[src/rtl/answer_period_ctrl.sv]
// answer_period_ctrl: timed answer window with a 1 Hz countdown, grading at
// expiry, and a result hold on the 4-digit active-low 7-segment display.
module answer_period_ctrl #(
  parameter int PERIOD_SECS = 5,
  parameter int HOLD_SECS   = 3,
  parameter int COUNT_W     = 8
) (
  input  logic               Clk100M,
  input  logic               Reset,
  input  logic               Tick1Hz,
  input  logic               answerSig,
  input  logic               abortSig,
  input  logic [COUNT_W-1:0] userCount,
  input  logic [COUNT_W-1:0] targetCount,
  output logic               stopCount,
  output logic               postSig,
  output logic               correct,
  output logic               resultValid,
  output logic               busy,
  output logic [3:0]         secsLeft,
  output logic [31:0]        answerSeg
);

  typedef enum logic [1:0] {IDLE, ANSWER, RESULT} state_t;

  localparam logic [7:0] SEG_BLANK = 8'hFF;
  localparam logic [7:0] SEG_C     = 8'hC6;
  localparam logic [7:0] SEG_F     = 8'h8E;

  state_t      state, state_nx;
  logic [3:0]  hold_cnt, hold_nx, secs_nx;
  logic        stop_nx, correct_nx, rv_nx, busy_nx;
  logic [6:0]  user_sat;
  logic [3:0]  tens, ones;
  logic [7:0]  dig3;
  logic [31:0] seg_nx;

  // Active-low {dp,g..a} code for a decimal digit; anything else is blank.
  function automatic logic [7:0] seg7(input logic [3:0] d);
    case (d)
      4'd0:    return 8'hC0;
      4'd1:    return 8'hF9;
      4'd2:    return 8'hA4;
      4'd3:    return 8'hB0;
      4'd4:    return 8'h99;
      4'd5:    return 8'h92;
      4'd6:    return 8'h82;
      4'd7:    return 8'hD8;
      4'd8:    return 8'h80;
      4'd9:    return 8'h90;
      default: return SEG_BLANK;
    endcase
  endfunction

  // Two display digits only, so the player's count clips at 99.
  function automatic logic [6:0] sat99(input logic [COUNT_W-1:0] v);
    if (v > COUNT_W'(99)) return 7'd99;
    else                  return 7'(v);
  endfunction

  // Next-state and next-output logic; every register's next value starts as a hold.
  always_comb begin
    state_nx   = state;
    secs_nx    = secsLeft;
    hold_nx    = hold_cnt;
    stop_nx    = 1'b0;
    correct_nx = correct;
    rv_nx      = resultValid;
    busy_nx    = busy;
    case (state)
      IDLE: begin
        // A tick arriving with the start request is deliberately not counted.
        if (answerSig) begin
          state_nx = ANSWER;
          secs_nx  = 4'(PERIOD_SECS);
          busy_nx  = 1'b1;
        end
      end
      ANSWER: begin
        if (abortSig) begin
          // Abort beats an expiring tick: no pulses, grade left untouched.
          state_nx = IDLE;
          secs_nx  = 4'd0;
          busy_nx  = 1'b0;
        end else if (Tick1Hz) begin
          if (secsLeft <= 4'd1) begin
            state_nx   = RESULT;
            secs_nx    = 4'd0;
            stop_nx    = 1'b1;
            correct_nx = (userCount == targetCount);
            rv_nx      = 1'b1;
            hold_nx    = 4'(HOLD_SECS);
          end else begin
            secs_nx = secsLeft - 4'd1;
          end
        end
      end
      RESULT: begin
        if (abortSig) begin
          state_nx = IDLE;
          rv_nx    = 1'b0;
          busy_nx  = 1'b0;
        end else if (Tick1Hz) begin
          if (hold_cnt <= 4'd1) begin
            state_nx = IDLE;
            hold_nx  = 4'd0;
            rv_nx    = 1'b0;
            busy_nx  = 1'b0;
          end else begin
            hold_nx = hold_cnt - 4'd1;
          end
        end
      end
      default: begin
        state_nx = IDLE;
        secs_nx  = 4'd0;
        rv_nx    = 1'b0;
        busy_nx  = 1'b0;
      end
    endcase
  end

  // Display image derived from the next state so it tracks the registered state exactly.
  always_comb begin
    user_sat = sat99(userCount);
    tens     = 4'(user_sat / 7'd10);
    ones     = 4'(user_sat % 7'd10);
    dig3     = (state_nx == ANSWER) ? seg7(secs_nx) : (correct_nx ? SEG_C : SEG_F);
    seg_nx   = (state_nx == IDLE) ? 32'hFFFF_FFFF
                                  : {dig3, SEG_BLANK, seg7(ones), seg7(tens)};
  end

  // State and output registers; reset overrides everything.
  always_ff @(posedge Clk100M) begin
    if (Reset) begin
      state       <= IDLE;
      secsLeft    <= 4'd0;
      hold_cnt    <= 4'd0;
      stopCount   <= 1'b0;
      postSig     <= 1'b0;
      correct     <= 1'b0;
      resultValid <= 1'b0;
      busy        <= 1'b0;
      answerSeg   <= 32'hFFFF_FFFF;
    end else begin
      state       <= state_nx;
      secsLeft    <= secs_nx;
      hold_cnt    <= hold_nx;
      stopCount   <= stop_nx;
      postSig     <= stop_nx;
      correct     <= correct_nx;
      resultValid <= rv_nx;
      busy        <= busy_nx;
      answerSeg   <= seg_nx;
    end
  end

endmodule
[config.mk]
export PLATFORM = sky130hd
export DESIGN_NAME = answer_period_ctrl
export DESIGN_NICKNAME = d
export VERILOG_FILES = /design/src/rtl/answer_period_ctrl.sv
export SDC_FILE = /design/constraint.sdc
export NUM_CORES = 1
export LEC_CHECK = 0
export ABC_AREA = 1
export CORE_MARGIN = 4
export CORE_UTILIZATION = 50
export CTS_CLUSTER_SIZE = 24
export DETAILED_ROUTE_END_ITERATION = 6
export PLACE_DENSITY_LB_ADDON = 0.12
export SETUP_SLACK_MARGIN = 0.3
export SLEW_MARGIN = 20
export SYNTH_ARGS = -nofsm -noshare
export SYNTH_HDL_FRONTEND = slang
export SYNTH_SLANG_ARGS = --single-unit
[constraint.sdc]
create_clock -name Clk100M -period 8.15 [get_ports Clk100M]
set_input_delay 0.815 -clock Clk100M [delete_from_list [all_inputs] [get_ports Clk100M]]
set_output_delay 0.815 -clock Clk100M [all_outputs]
set_load 0.05 [all_outputs]
==> out/qor.yml <==
crit_path_max_fanout: 8
p_seq_share_pct: 29.6
avgSynthCellArea_um2: 7.31
maxCapViolations: 0
slew_violations: 0
cts_max_level: 2
drt_iter0_markers: 51
vias_per_cell: 4.80
clock_skew_ns: 0.00625
diodes: 0
r2r-end: "answerSeg[27]"
cp_common_cell: "nand2_4"
power.share.switching_pct: 41.2
initial_utilization_pct: 52.4
portBuffers: 50
crit_arrival_ns: 4.80
path_class: "in -> reg"
globalRouteOverflowTotal: 0
grt_pass1_vias: 2103
rows: 25
r2r_slack_ns: 5.37
syn_inst: 343
combPwrFrac_pct: 45.9
slowest_delay_ns: 0.45
synth-seq-area-share_pct: 27.9
synth_top_area_share_pct: 27.9
synth_largest_area_cell: "dfxtp_1"
power.density_nw_per_um2: 207
power_uw: 654
intPower_uw: 385
syn_to_final_growth_pct: 25.8
cts-root-buf: "clkbuf_8"
cts.hold.buffers_added: 0
core_um2: 4790
drive_gt1_share_pct: 13.3
hold_viol: 0
cts_buffer_depth: 2
vias: 2230
cts_setup_buffers: 0
total_leakage_power_nw: 1.46
antenna_found_initial: 0
timing.rr.start: "secsLeft[0]"
min_from: "busy"
cp.required_ns: 8.32
whs_path_depth: 2
yosysWarnings: 0
finalSetupViolCount: 0
max-slew-margin-rel_pct: 45.3
grt_pass1_wl_um: 9000
clock_latency_ns: 0.28
dieHeight_um: 78.8
setup_ws_ns: 3.52
cts_made_buffers: 5
max_freq_ghz: 0.216
cts.sink_count: 35
cp_slowest_cell: "clkdlybuf4s50_1"
yosysUniqueCellTypes: 33
wl_um: 5130
status: "complete, no violations"
antenna_left: 0
drt_first_pass_iters: 4
synth_seq_cells: 35
die_w_um: 78.8
grt_usage_pct: 17.8
finalCritPeriodShare_pct: 56.8
synthTopCellsByArea: "dfxtp_1 (28%), ha_1 (11%), nand2_1 (8.5%)"
globalplace.congestion: 0.872
rsz0062_at_grt: "false"
cts_resized: 0
io_pins: 62
clock_power_share_pct: 24.5
finalNetCount: 440
cts_tree: "done"
post_drt_wl_per_cell_um: 11.0
place_ws_ns: 3.20
period_minus_slack_ns: 4.63
hold_path_class: "reg -> reg"
p_sw_uw: 269
end_kind: "register"
tns_ns: 0
dp_hpwl_um: 4250
grt_start_max_net_pins: 13
ir_drop_mv: 0.110
route.detailed.drc: 0
dieArea_um2: 6210
tightest_slew_ns: 0.818
cp-start-kind: "input pin"
reg2reg_depth: 15
netlist_area_um2: 2510
cts.clk_slew.worst_paths_ns: 0.07
holdPathEnd: "busy"
==> how the worst max path moves through the flow <==
stage                     slack [ns]            end  depth (start not counted)    startpoint
after floorplan                 4.00  answerSeg[11]                         33  userCount[3]
after global placement          3.34  answerSeg[11]                         34  userCount[3]
after detailed placement        3.20  answerSeg[11]                         34  userCount[3]
after CTS                       3.50  answerSeg[11]                         34  userCount[3]
after global routing            3.12  answerSeg[11]                         34  userCount[4]
final                           3.52  answerSeg[11]                         34  userCount[3]
==> state kept, by name (all words and copies together) (netlist names) <==
register and flops:
hold_cnt 4, postSig 1, correct 1, state 2
resultValid 1, busy 1, answerSeg 21, secsLeft 4
==> layout make-up <==
cell class / count / area (um2)
fill: 455 / 1630
multi-input combinational: 248 / 1540
sequential: 35 / 701
timing repair buffer: 50 / 500
inverter: 57 / 214
tap: 67 / 83.8
clock buffer: 6 / 82.6
clock inverter: 2 / 35.0
==> cells in the mapped netlist, drive strengths merged <==
library cell  number
a2111oi            1
a21oi             14
a31oi              2
buf               12
clkbuf             1
conb               1
dfxtp             35
ha                22
inv               57
nand2             78
nand3             25
nand3b             5
nand4              6
nor2              37
nor3               4
nor4               1
o211ai             1
o21ai             23
o31ai              2
or2                3
xnor2              9
xor2               4
==> critical path, delay by kind of cell <==
family	cells	cell delay, ns
AND/OR/NAND/NOR	25	2.44
buffers and inverters	5	0.68
adder cells (fa/ha/maj)	4	0.83
==> per-layer routing <==
metal	track usage (%)	up-vias	routed length, um
li1	-	1170	-
met2	33.0	43	2560
met1	20.2	1010	2270
met5	0	-	0
met3	3.63	7	229
met4	6.19	0	78
==> power by group through the flow <==
stage / registers [mW] / clock network, mW / logic, mW
after floorplan: 0.253 / 0 / 0.177
after global placement: 0.197 / 0 / 0.297
after detailed placement: 0.198 / 0 / 0.300
after CTS: 0.194 / 0.166 / 0.301
after global routing: 0.195 / 0.177 / 0.329
final: 0.194 / 0.160 / 0.300
==> logic make-up after synthesis <==
kind of cell / count (synthesis) / share of synthesized area, %
xor+xnor: 13 / 4.54
buf+inv: 70 / 12.3
other cells: 1 / 0.150
flops: 35 / 27.9
fa+ha+maj: 22 / 11.0
compound gates: 43 / 10.2
simple gates: 159 / 33.9
==> cell usage in the layout, fill, tap and decap left out <==
| cell type | count |
|---|---|
| a2111oi_1 | 1 |
| a21oi_1 | 12 |
| a21oi_2 | 1 |
| a21oi_4 | 1 |
| a31oi_1 | 2 |
| bufinv_16 | 1 |
| clkbuf_8 | 6 |
| clkdlybuf4s50_1 | 50 |
| clkinv_2 | 1 |
| conb_1 | 11 |
| dfxtp_1 | 35 |
| ha_1 | 22 |
| inv_1 | 49 |
| inv_2 | 8 |
| nand2_1 | 57 |
| nand2_2 | 10 |
| nand2_4 | 11 |
| nand3_1 | 19 |
| nand3_2 | 5 |
| nand3_4 | 1 |
| nand3b_1 | 5 |
| nand4_1 | 5 |
| nand4_2 | 1 |
| nor2_1 | 34 |
| nor2_4 | 3 |
| nor3_1 | 4 |
| nor4_1 | 1 |
| o211ai_1 | 1 |
| o21ai_0 | 20 |
| o21ai_1 | 2 |
| o21ai_4 | 1 |
| o31ai_1 | 2 |
| or2_2 | 3 |
| xnor2_1 | 9 |
| xor2_1 | 4 |
==> stage by stage <==
stage	hold WS, ns	instances	cell area (um2)	util, %
6_report	0.463	465	3150	65.9
5_1_grt	0.499	465	3150	65.9
4_1_cts	0.466	465	3150	65.9
3_5_place_dp	0.454	457	3040	63.4
3_3_place_gp	0.450	457	3040	63.4
2_1_floorplan	0.470	353	2540	-
(Power assumes the default switching activity.)
